File: config.mk
export PLATFORM = sky130hd
export DESIGN_NAME = bht_predictor
export DESIGN_NICKNAME = d
export VERILOG_FILES = /design/src/rtl/bp_pkg.sv /design/src/rtl/bp_sat_counter.sv /design/src/rtl/bht_predictor.sv
export SDC_FILE = /design/constraint.sdc
export NUM_CORES = 1
export LEC_CHECK = 0
export BUFFER_PORTS_ARGS = -buffer_cell sky130_fd_sc_hd__buf_2
export CORE_MARGIN = 2
export CORE_UTILIZATION = 40
export CTS_CLUSTER_SIZE = 40
export DETAILED_ROUTE_END_ITERATION = 10
export HOLD_SLACK_MARGIN = 0.12
export PLACE_DENSITY = 0.57
export RECOVER_POWER = 25
export SYNTH_ARGS = -nofsm -noshare
export SYNTH_HDL_FRONTEND = slang
export SYNTH_SLANG_ARGS = --single-unit
File: constraint.sdc
create_clock -name clk -period 2.13 [get_ports clk]
set_input_delay 0.3195 -clock clk [delete_from_list [all_inputs] [get_ports clk]]
set_output_delay 0.3195 -clock clk [all_outputs]
set_load 0.005 [all_outputs]
File: src/rtl/bp_pkg.sv
// Shared constants and helpers for the branch history table predictor.
`default_nettype none
package bp_pkg;

  localparam int unsigned PC_IDX_LSB = 2;
  localparam int unsigned CNT_MIN    = 0;
  localparam int unsigned CNT_RESET  = 0;

  function automatic int unsigned cnt_max(input int unsigned cnt_bits);
    return (32'd1 << cnt_bits) - 32'd1;
  endfunction

  function automatic int unsigned taken_bit(input int unsigned cnt_bits);
    return cnt_bits - 1;
  endfunction

endpackage
`default_nettype wire

File: src/rtl/bp_sat_counter.sv
// Up/down saturating counter with enable and synchronous active-low reset.
`default_nettype none
module bp_sat_counter
  import bp_pkg::*;
#(
  parameter int unsigned CNT_BITS = 2
) (
  input  logic                clk,
  input  logic                rst_n,
  input  logic                en,
  input  logic                up,
  output logic [CNT_BITS-1:0] count
);

  localparam logic [CNT_BITS-1:0] MAX_VAL = CNT_BITS'(cnt_max(CNT_BITS));
  localparam logic [CNT_BITS-1:0] MIN_VAL = CNT_BITS'(CNT_MIN);
  localparam logic [CNT_BITS-1:0] RST_VAL = CNT_BITS'(CNT_RESET);

  always_ff @(posedge clk) begin
    if (!rst_n) begin
      count <= RST_VAL;
    end else if (en) begin
      if (up) begin
        if (count != MAX_VAL) count <= count + CNT_BITS'(1);
      end else begin
        if (count != MIN_VAL) count <= count - CNT_BITS'(1);
      end
    end
  end

endmodule
`default_nettype wire

File: src/rtl/bht_predictor.sv
// Branch history table: flop-based saturating counters, bimodal or gshare indexed.
`default_nettype none
module bht_predictor
  import bp_pkg::*;
#(
  parameter int unsigned INDEX_BITS = 6,
  parameter int unsigned CNT_BITS   = 2,
  parameter int unsigned GHR_BITS   = 0
) (
  input  logic                  clk,
  input  logic                  rst_n,
  input  logic [31:0]           i_pc,
  output logic                  o_predict_taken,
  output logic [INDEX_BITS-1:0] o_pred_idx,
  input  logic                  i_upd_valid,
  input  logic [INDEX_BITS-1:0] i_upd_idx,
  input  logic                  i_upd_taken
);

  localparam int unsigned ENTRIES = 1 << INDEX_BITS;
  localparam int unsigned TBIT    = taken_bit(CNT_BITS);

  logic [INDEX_BITS-1:0] ghr_ext;
  logic [INDEX_BITS-1:0] idx;
  logic [CNT_BITS-1:0]   cnt [ENTRIES];
  logic                  unused_pc_bits;

  generate
    if (GHR_BITS == 0) begin : g_no_ghr
      assign ghr_ext = '0;
    end else begin : g_ghr
      logic [GHR_BITS-1:0] ghr;
      // Non-speculative history: only resolved branches shift in.
      if (GHR_BITS == 1) begin : g_ghr1
        always_ff @(posedge clk) begin
          if (!rst_n)           ghr <= '0;
          else if (i_upd_valid) ghr <= i_upd_taken;
        end
      end else begin : g_ghrn
        always_ff @(posedge clk) begin
          if (!rst_n)           ghr <= '0;
          else if (i_upd_valid) ghr <= {ghr[GHR_BITS-2:0], i_upd_taken};
        end
      end
      assign ghr_ext = INDEX_BITS'(ghr);
    end
  endgenerate

  assign idx            = i_pc[INDEX_BITS+PC_IDX_LSB-1:PC_IDX_LSB] ^ ghr_ext;
  assign unused_pc_bits = ^{i_pc[31:INDEX_BITS+PC_IDX_LSB], i_pc[PC_IDX_LSB-1:0]};

  generate
    for (genvar i = 0; i < ENTRIES; i++) begin : g_entry
      bp_sat_counter #(.CNT_BITS(CNT_BITS)) u_cnt (
        .clk   (clk),
        .rst_n (rst_n),
        .en    (i_upd_valid && (i_upd_idx == INDEX_BITS'(i))),
        .up    (i_upd_taken),
        .count (cnt[i])
      );
    end
  endgenerate

  assign o_pred_idx      = idx;
  assign o_predict_taken = cnt[idx][TBIT];

endmodule
`default_nettype wire
==> results of run 1 <==
## layout make-up
type                       count  area, um2  share of cell area
sequential                   128       2580               0.299
tap                          234        293              0.0339
clock inverter                12        285              0.0331
multi-input combinational    694       4610               0.535
timing repair buffer          48        420              0.0487
clock buffer                  20        437              0.0506
## timing repair
item / in CTS / in global routing
endpoints found under the setup margin: 1 / 1
buffers inserted: 5 / 0
pin swaps: 2 / 1
cloned: 0 / 0
resized for setup: 17 / 3
## logic make-up after synthesis
kind of cell	after synthesis	share of synthesized area
buffers and inverters	72	0.0523
and+or+nand+nor	359	0.269
DFF	128	0.337
AOI/OAI and AO/OA	309	0.277
muxes	26	0.0640
## per-stage QoR
stage	worst slack, ns	instances	total power [W]	hold WS, ns	instance area (um2)
floorplan	0.321	894	0.00271	0.465	7610
global placement	-0.121	1099	0.00283	0.490	7890
detailed placement	-0.115	1099	0.00283	0.490	7890
CTS	-0.174	1136	0.00649	0.325	8650
global route	-0.214	1136	0.00662	0.344	8630
finish	-0.138	1136	0.00642	0.333	8630
## power groups by stage
stage          Sequential, W  Combinational (W)  Clock, W
2_1_floorplan        0.00246           0.000256         0
3_3_place_gp         0.00246           0.000371         0
3_5_place_dp         0.00246           0.000370         0
4_1_cts              0.00240           0.000374   0.00371
5_1_grt              0.00240           0.000397   0.00382
6_report             0.00240           0.000366   0.00365
## worst max-delay path by stage
stage / startpoint / to / slack (ns)
2_1_floorplan: i_pc[2] / o_predict_taken / 0.32
3_3_place_gp: i_pc[2] / o_predict_taken / -0.12
3_5_place_dp: i_pc[2] / o_predict_taken / -0.12
4_1_cts: g_entry[27].u_cnt.count[1]$_SDFFE_PN0P_ / o_predict_taken / -0.17
5_1_grt: g_entry[55].u_cnt.count[1]$_SDFFE_PN0P_ / o_predict_taken / -0.21
6_report: g_entry[27].u_cnt.count[1]$_SDFFE_PN0P_ / o_predict_taken / -0.14
## cell usage in the layout, fill, tap and decap left out, types with 2 or more instances in the layout
cell	netlist	final
clkbuf_16	0	17
o21ai_0	167	167
a21boi_0	58	58
a221oi_1	29	29
and4bb_1	0	5
dfxtp_2	0	12
buf_4	13	19
o21ai_1	11	11
nor2_1	26	26
and2b_1	13	13
buf_12	1	9
nand2_2	2	2
and3_1	67	67
a221oi_2	21	21
nand4_1	2	2
buf_2	17	18
mux2i_1	10	10
and3b_1	2	2
o21bai_1	2	2
nor2b_2	7	7
clkinv_2	0	3
clkbuf_1	35	5
bufinv_16	0	9
nor2b_1	80	80
and4b_1	4	4
a21boi_1	6	6
o221a_2	12	12
nor4b_4	4	3
nand2_1	139	139
mux4_2	9	15
dfxtp_1	128	116
## critical path: stages, from the launching register on
cell and delay [ns]:
dfxtp_2 0.33, mux4_2 0.47, mux2i_1 0.19, mux2i_1 0.11
a211oi_1 0.21, a21oi_1 0.09, buf_2 0.14
## routing by layer
metal / part of all wire / track usage / wire, um
met5: 0 / 0 / 0
met4: 0.0089 / 0.0463 / 162
met3: 0.040 / 0.0456 / 721
met2: 0.44 / 0.289 / 8030
met1: 0.51 / 0.258 / 9190
==> impl_metrics.yaml, run 1 <==
logic_synthesis:
  postSynthAreaPerCell_um2: 8.51
  synthArstFlopShare: 0
  yosys-top-cells-count: "167 x o21ai_0, 139 x nand2_1, 128 x dfxtp_1"
  yosysMostFrequentCell: "o21ai_0"
  synth_top_area_frac: 0.337
  synth_edf_count: 0
  synthFlopType: "dfxtp_1"
  synth.area.top_cells: "dfxtp_1 34%, o21ai_0 11%, nand2_1 6.9%"
  ys_seq_area_frac: 0.337
  synthDistinctLibCells: 41
  yosys.area.top_type: "dfxtp_1"
  netlist_area_um2: 7610
  synth_seq_cells: 128
  synth_cells: 894
  yosysWarnings: 0
  synth_nets: 936
critical_path:
  worst_ep_arrival_time_ns: 1.95
  rrSetupSlack_ns: 1.14
  critPathLaunchType: "flop"
  crit_type: "flop to output pin"
  rr_startpoint: "g_entry[21].u_cnt.count[0]$_SDFFE_PN0P_"
  required_ns: 1.81
  cp_max_fo: 2
  endpoint_kind: "output pin"
  reg2reg_to: "g_entry[21].u_cnt.count[0]$_SDFFE_PN0P_"
  r2r_cells: 3
finish:
  nets: 931
  fin_util: 0.461
  largest_register: "g_entry.u_cnt.count"
  largest_register_ffs: 128
  drive_gt1_frac: 0.170
  area_delta_synth_final_pct: 13.4
  fill_cells: 1774
  reg.largest.list: "g_entry.u_cnt.count: 128 flops"
  num_antenna_cells: 0
sta:
  fmax_ghz: 0.441
  min_period_over_period: 1.06
  rsz0062_at_grt: "yes"
  maxSlewHeadroom: 0.192
  tightest_slew_ns: 1.21
  fin_crit_ns: 2.27
  fin_skew_ns: 0.00653
  finalHoldViolations: 0
  setup_tns_ns: -0.138
  setup_slack_ns: -0.138
  setup_viol: 1
  slew_violations: 0
pwr:
  power_frac_clock: 0.569
  seq_power_share: 0.374
  pwr-share-comb: 0.057
  p_sw_w: 0.00134
  power.leakage_nw: 3.14
  p_int_w: 0.00508
  p_per_area_nw_per_um2: 744
  p_sw_frac: 0.208
  max-vdd-ir-drop_mv: 0.461
route:
  drtIter0Drc: 488
  vias_per_cell: 5.57
  routed_wirelength_mm: 18.1
  antenna_left: 0
  vias: 6326
  drc: 0
  dr.pass1.iters: 5
  wl_per_cell_um: 15.9
placement:
  gp_congestion: 0.758
  portBuffers: 22
  dp_hpwl_mm: 11.5
global_routing:
  grtUsageTotal: 0.185
  grt_antenna_before_repair: 0
  grt_max_degree: 56
  grt_overflow: 0
  grt_pass1_wl_mm: 29.5
  grt_pass1_vias: 5578
die:
  start_util: 0.407
  die_h_um: 142
  ios: 49
  num_rows: 50
  dieArea_um2: 20100
  core_area_um2: 18700
  die_x_um: 142
cts:
  htreeDepth: 4
  worst_skew_pair.late_latency_ns: 0.42
  cts_buffers: 17
  path_clk_slew_ns: 0.06
  clock_sinks: 128
  cts_root_buf: "clkbuf_16"
  clk_path_buf_depth: 2
  postCtsHoldBufs: 0
  cts_tree: "built"
min_path:
  min_path_cells: 2
  hold_path.class: "input port to flop"
  hold_end: "g_entry[60].u_cnt.count[0]$_SDFFE_PN0P_"
  hold_start: "rst_n"
status:
  status: "finished, violations left"
  violations: "setup timing"
run:
  cap_viol_max_count: 0
Note: power is estimated with default switching activity, not from simulation.
==> run 2: changes to the inputs <==
Settings changed: PLACE_DENSITY 0.57 to not set.
Clock period 2.13 ns to 2.8 ns, I/O delays scaled along.
==> run 2 against run 1 <==
Effect of this change: the run now ends clean; first-iteration DRC count fell by 8.2%; power down 34%; final cell count down 1.2%; die area is the same; sequential share of layout area rose by 1.0 points; clock skew about the same; sequential power decreased by 24%; global-route usage shrank 0.88 points; wire length decreased by 4.4%; setup slack improved by 0.30 ns; count of clock-buffer cells in the layout rose by 6; non-clock buffer count fell by 13; critical path type is now input port to output pin; largest cell class unchanged; largest power group unchanged.
==> impl_metrics.yaml, run 2 (synthesis results as in run 1) <==
sta:
  setup_viol: 0
  fin_crit_ns: 2.63
  finalHoldViolations: 0
  min_period_over_period: 0.941
  setup_tns_ns: 0
  slew_violations: 0
  tightest_slew_ns: 1.18
  fin_skew_ns: 0.00615
  maxSlewHeadroom: 0.209
  fmax_ghz: 0.380
  rsz0062_at_grt: "no"
global_routing:
  grt_pass1_vias: 5341
  grtUsageTotal: 0.177
  grt_antenna_before_repair: 0
  grt_pass1_wl_mm: 28.2
  grt_max_degree: 80
  grt_overflow: 0
placement:
  portBuffers: 22
  gp_congestion: 0.765
  dp_hpwl_mm: 10.9
  placed_cells: 1091
critical_path:
  rrSetupSlack_ns: 1.78
  worst_ep_arrival_time_ns: 2.21
  endpoint_kind: "output pin"
  crit_type: "input port to output pin"
  required_ns: 2.38
  r2r_cells: 3
  rr_startpoint: "g_entry[23].u_cnt.count[0]$_SDFFE_PN0P_"
  reg2reg_to: "g_entry[23].u_cnt.count[0]$_SDFFE_PN0P_"
  critPathLaunchType: "input port"
  cp_max_fo: 10
finish:
  instances_no_fill: 1122
  nets: 918
  reg.largest.list: "g_entry.u_cnt.count: 128 flops"
  layout_common_cells: "167 x o21ai_0, 139 x nand2_1, 128 x dfxtp_1"
  regArea_um2: 2560
  area_delta_synth_final_pct: 9.10
  drive_gt1_frac: 0.132
  num_antenna_cells: 0
  largest_register: "g_entry.u_cnt.count"
  largest_register_ffs: 128
  multi_input_area_um2: 4620
  final_common_cell: "o21ai_0"
  fill_cells: 1796
status:
  status: "complete, no violations"
cts:
  worst_skew_pair.late_latency_ns: 0.43
  cts_buffers: 17
  postCtsSetupRepairBufs: 0
  postCtsHoldBufs: 0
  cts-resized-gates: 0
  cts_tree: "built"
  clk_path_buf_depth: 2
  htreeDepth: 4
  cts_root_buf: "clkbuf_16"
  path_clk_slew_ns: 0.05
  clock_sinks: 128
min_path:
  hold_end: "g_entry[61].u_cnt.count[1]$_SDFFE_PN0P_"
  min_path_cells: 2
  hold_start: "rst_n"
  hold_path.class: "input port to flop"
pwr:
  max-vdd-ir-drop_mv: 0.435
  total_power_w: 0.00424
  p_per_area_nw_per_um2: 511
  power.leakage_nw: 3.02
route:
  routed_wirelength_mm: 17.3
  drc: 0
  dr.pass1.iters: 5
  vias_per_cell: 5.61
  vias: 6290
  antenna_left: 0
  drtIter0Drc: 448
  wl_per_cell_um: 15.4
die:
  core_area_um2: 18700
  start_util: 0.407
  die_x_um: 142
  die_h_um: 142
  ios: 49
  num_rows: 50
  dieArea_um2: 20100
run:
  cap_viol_max_count: 0
-- run 2: worst max-delay path: stages --
cell and delay (ns):
buf_2 0.31, mux4_1 0.62, mux2i_1 0.26, mux2i_1 0.12
a211oi_1 0.23, a21oi_1 0.09, buf_2 0.15
-- run 2: cell type report --
| type | instances | share of cell area |
|---|---|---|
| clock buffer | 26 | 0.0638 |
| tap | 234 | 0.0353 |
| timing repair buffer | 35 | 0.0296 |
| clock inverter | 5 | 0.00603 |
| multi-input combinational | 694 | 0.557 |
| sequential | 128 | 0.309 |
-- run 2: per-stage QoR --
step / utilization / cell area [um2] / hold WS [ns] / worst slack, ns
6_report: 0.444 / 8300 / 0.498 / 0.166
5_1_grt: 0.444 / 8300 / 0.525 / 0.0461
4_1_cts: 0.446 / 8340 / 0.500 / 0.180
3_5_place_dp: 0.415 / 7760 / 0.489 / 0.185
3_3_place_gp: 0.415 / 7760 / 0.486 / 0.191
2_1_floorplan: - / 7610 / 0.465 / 0.790
-- run 2: how the worst max path moves through the flow --
stage,from,endpoint,slack [ns],depth (start not counted)
after floorplan,i_pc[2],o_predict_taken,0.79,7
after global placement,i_pc[2],o_predict_taken,0.19,7
after detailed placement,i_pc[2],o_predict_taken,0.19,8
after CTS,i_pc[2],o_predict_taken,0.18,8
after global routing,i_pc[2],o_predict_taken,0.05,7
final,i_pc[2],o_predict_taken,0.17,7
-- run 2: report_power, final --
part           internal (W)  total (W)  switching [W]
logic             0.0000894   0.000258       0.000168
registers           0.00183    0.00183     0.00000386
clock network       0.00137    0.00215       0.000779
total               0.00329    0.00424       0.000951
-- run 2: layer usage --
| metal | global-route usage | share of wire | up-vias |
|---|---|---|---|
| li1 | - | - | 3232 |
| met1 | 0.249 | 0.51 | 2939 |
| met2 | 0.271 | 0.44 | 98 |
| met3 | 0.0351 | 0.033 | 21 |
| met4 | 0.0589 | 0.013 | 0 |
| met5 | 0 | 0 | - |
==> run 3: changes to the inputs <==
Settings changed: ABC_AREA set to 1.
==> run 3 against run 2 <==
Effect of this change: critical path depth is 2 lower; setup slack better by 0.32 ns; final cell count is 7.0% higher; maximum frequency is 14% higher; sequential power hardly changed; combinational power is 6% higher; synthesized area is 11% lower; non-clock buffer count is 3 lower; flip-flop and latch count stayed put; via count is 1.4% higher; clock skew hardly changed; cell area is 8.7% lower; largest cell class unchanged; largest power group unchanged.
==> impl_metrics.yaml, run 3 <==
route:
  vias_per_cell: 5.32
  antenna_left: 0
  drc: 0
  wl_per_cell_um: 14.6
  vias: 6380
  dr.pass1.iters: 5
  routed_wirelength_mm: 17.5
  drtIter0Drc: 570
sta:
  setup_tns_ns: 0
  fin_skew_ns: 0.00612
  min_period_over_period: 0.828
  finalHoldViolations: 0
  fmax_ghz: 0.432
  slew_violations: 0
  setup_viol: 0
  tightest_slew_ns: 1.11
  rsz0062_at_grt: "no"
  fin_crit_ns: 2.32
  maxSlewHeadroom: 0.262
critical_path:
  crit_type: "input port to flop"
  critPathBufInv: 2
  required_ns: 3.15
  cpPeakStageDelay_ns: 0.80
  endpoint_kind: "flop"
  path_cells: "clkbuf_2, clkbuf_1, o211ai_1, or2_2, a21oi_1"
  cpMaxStageDelayCell: "clkbuf_2"
  critPathLaunchType: "input port"
  worst_ep_arrival_time_ns: 2.67
  crit_family: "buffers and inverters"
  cp_max_fo: 61
logic_synthesis:
  ys_seq_area_frac: 0.380
  synth_nets: 1015
  yosys.area.top_type: "dfxtp_1"
  synthDistinctLibCells: 30
  synth.area.top_cells: "dfxtp_1 38%, nand2_1 13%, a21oi_1 6.9%"
  postSynthAreaPerCell_um2: 6.93
  synth_seq_cells: 128
  synth_edf_count: 0
  synthFlopType: "dfxtp_1"
  synth_top_area_frac: 0.380
  yosys-top-cells-count: "236 x nand2_1, 128 x dfxtp_1, 93 x a21oi_1"
  synth_cells: 973
  yosysMostFrequentCell: "nand2_1"
  yosysWarnings: 0
  netlist_area_um2: 6740
  synthArstFlopShare: 0
global_routing:
  grt_pass1_vias: 5590
  grt_pass1_wl_mm: 28.2
  grt_max_degree: 101
  grt_antenna_before_repair: 0
  grtUsageTotal: 0.200
  grt_overflow: 0
die:
  start_util: 0.408
  die_h_um: 134
  num_rows: 47
  core_area_um2: 16500
  dieArea_um2: 17900
  die_x_um: 134
  ios: 49
cts:
  cts-resized-gates: 0
  clock_sinks: 128
  cts_tree: "built"
  postCtsHoldBufs: 0
  htreeDepth: 4
  cts_root_buf: "clkbuf_16"
  postCtsSetupRepairBufs: 0
  worst_skew_pair.late_latency_ns: 0.42
  path_clk_slew_ns: 0.06
  cts_buffers: 17
  clk_path_buf_depth: 2
pwr:
  max-vdd-ir-drop_mv: 0.462
  p_per_area_nw_per_um2: 597
  power.leakage_nw: 2.51
finish:
  fin_util: 0.458
  largest_register: "g_entry.u_cnt.count"
  nets: 1009
  area_delta_synth_final_pct: 12.4
  fill_cells: 1715
  final_common_cell: "nand2_1"
  regArea_um2: 2560
  layout_common_cells: "236 x nand2_1, 128 x dfxtp_1, 93 x a21oi_1"
  drive_gt1_frac: 0.123
  multi_input_area_um2: 3600
  num_antenna_cells: 0
  largest_register_ffs: 128
  reg.largest.list: "g_entry.u_cnt.count: 128 flops"
placement:
  dp_hpwl_mm: 11.1
  portBuffers: 22
  gp_congestion: 0.849
status:
  status: "complete, no violations"
run:
  cap_viol_max_count: 0
min_path:
  hold_path.class: "flop to flop"
-- run 3: changes by cell type after synthesis, sizes merged, moves of 67 or more --
| cell | previous run | this run |
|---|---|---|
| a21oi | 1 | 93 |
| and3 | 67 | 0 |
| inv | 0 | 79 |
| nand2 | 141 | 239 |
| nand3 | 0 | 76 |
| nor2b | 87 | 0 |
| o21ai | 178 | 87 |
-- run 3: kinds of logic after synthesis --
| group | after synthesis | synth area share |
|---|---|---|
| buf+inv | 137 | 0.0856 |
| flops | 128 | 0.380 |
| simple gates | 429 | 0.287 |
| compound gates | 279 | 0.247 |
-- run 3: path summary, 6_finish.rpt --
check | to | from | cells after the start | slack (ns)
max | g_entry[24].u_cnt.count[1]$_SDFFE_PN0P_ | i_upd_taken | 5 | 0.48
min | g_entry[51].u_cnt.count[0]$_SDFFE_PN0P_ | g_entry[51].u_cnt.count[0]$_SDFFE_PN0P_ | 1 | 0.46
max reg2reg | g_entry[48].u_cnt.count[0]$_SDFFE_PN0P_ | g_entry[48].u_cnt.count[1]$_SDFFE_PN0P_ | 3 | 1.77
min reg2reg | g_entry[51].u_cnt.count[0]$_SDFFE_PN0P_ | g_entry[51].u_cnt.count[0]$_SDFFE_PN0P_ | 1 | 0.46
-- run 3: power breakdown --
part           leakage (nW)  total, W  internal [W]  switching (W)
Sequential             1.03   0.00183       0.00183     0.00000222
Clock                 0.318   0.00242       0.00160       0.000817
Combinational          1.16  0.000274     0.0000605       0.000214
-- run 3: area by class of cell --
cell class | instances | share of cell area
timing repair buffer | 32 | 0.0244
clock inverter | 10 | 0.0205
inverter | 80 | 0.0398
sequential | 128 | 0.338
tap | 220 | 0.0363
multi-input combinational | 708 | 0.475
clock buffer | 22 | 0.0652
-- run 3: metrics by stage --
step | instances | worst slack (ns) | cell area [um2] | total power [W] | hold slack, ns
6_report | 1200 | 0.483 | 7580 | 0.00452 | 0.464
5_1_grt | 1200 | 0.272 | 7580 | 0.00467 | 0.484
4_1_cts | 1200 | 0.553 | 7590 | 0.00456 | 0.464
3_5_place_dp | 1168 | 0.553 | 6940 | 0.00214 | 0.450
3_3_place_gp | 1168 | 0.571 | 6940 | 0.00214 | 0.451
2_1_floorplan | 973 | 0.947 | 6740 | 0.00205 | 0.432
-- run 3: per-layer routing --
layer,share of wire,global-route usage
met5,0,0
met4,0.017,0.0839
met3,0.043,0.0310
met1,0.50,0.280
met2,0.44,0.309
-- run 3: worst reg2reg max path, stage by stage, from the launching register on --
cell and delay [ns]:
dfxtp_1 0.35, or2_2 0.32, a21oi_1 0.16, a311oi_1 0.06
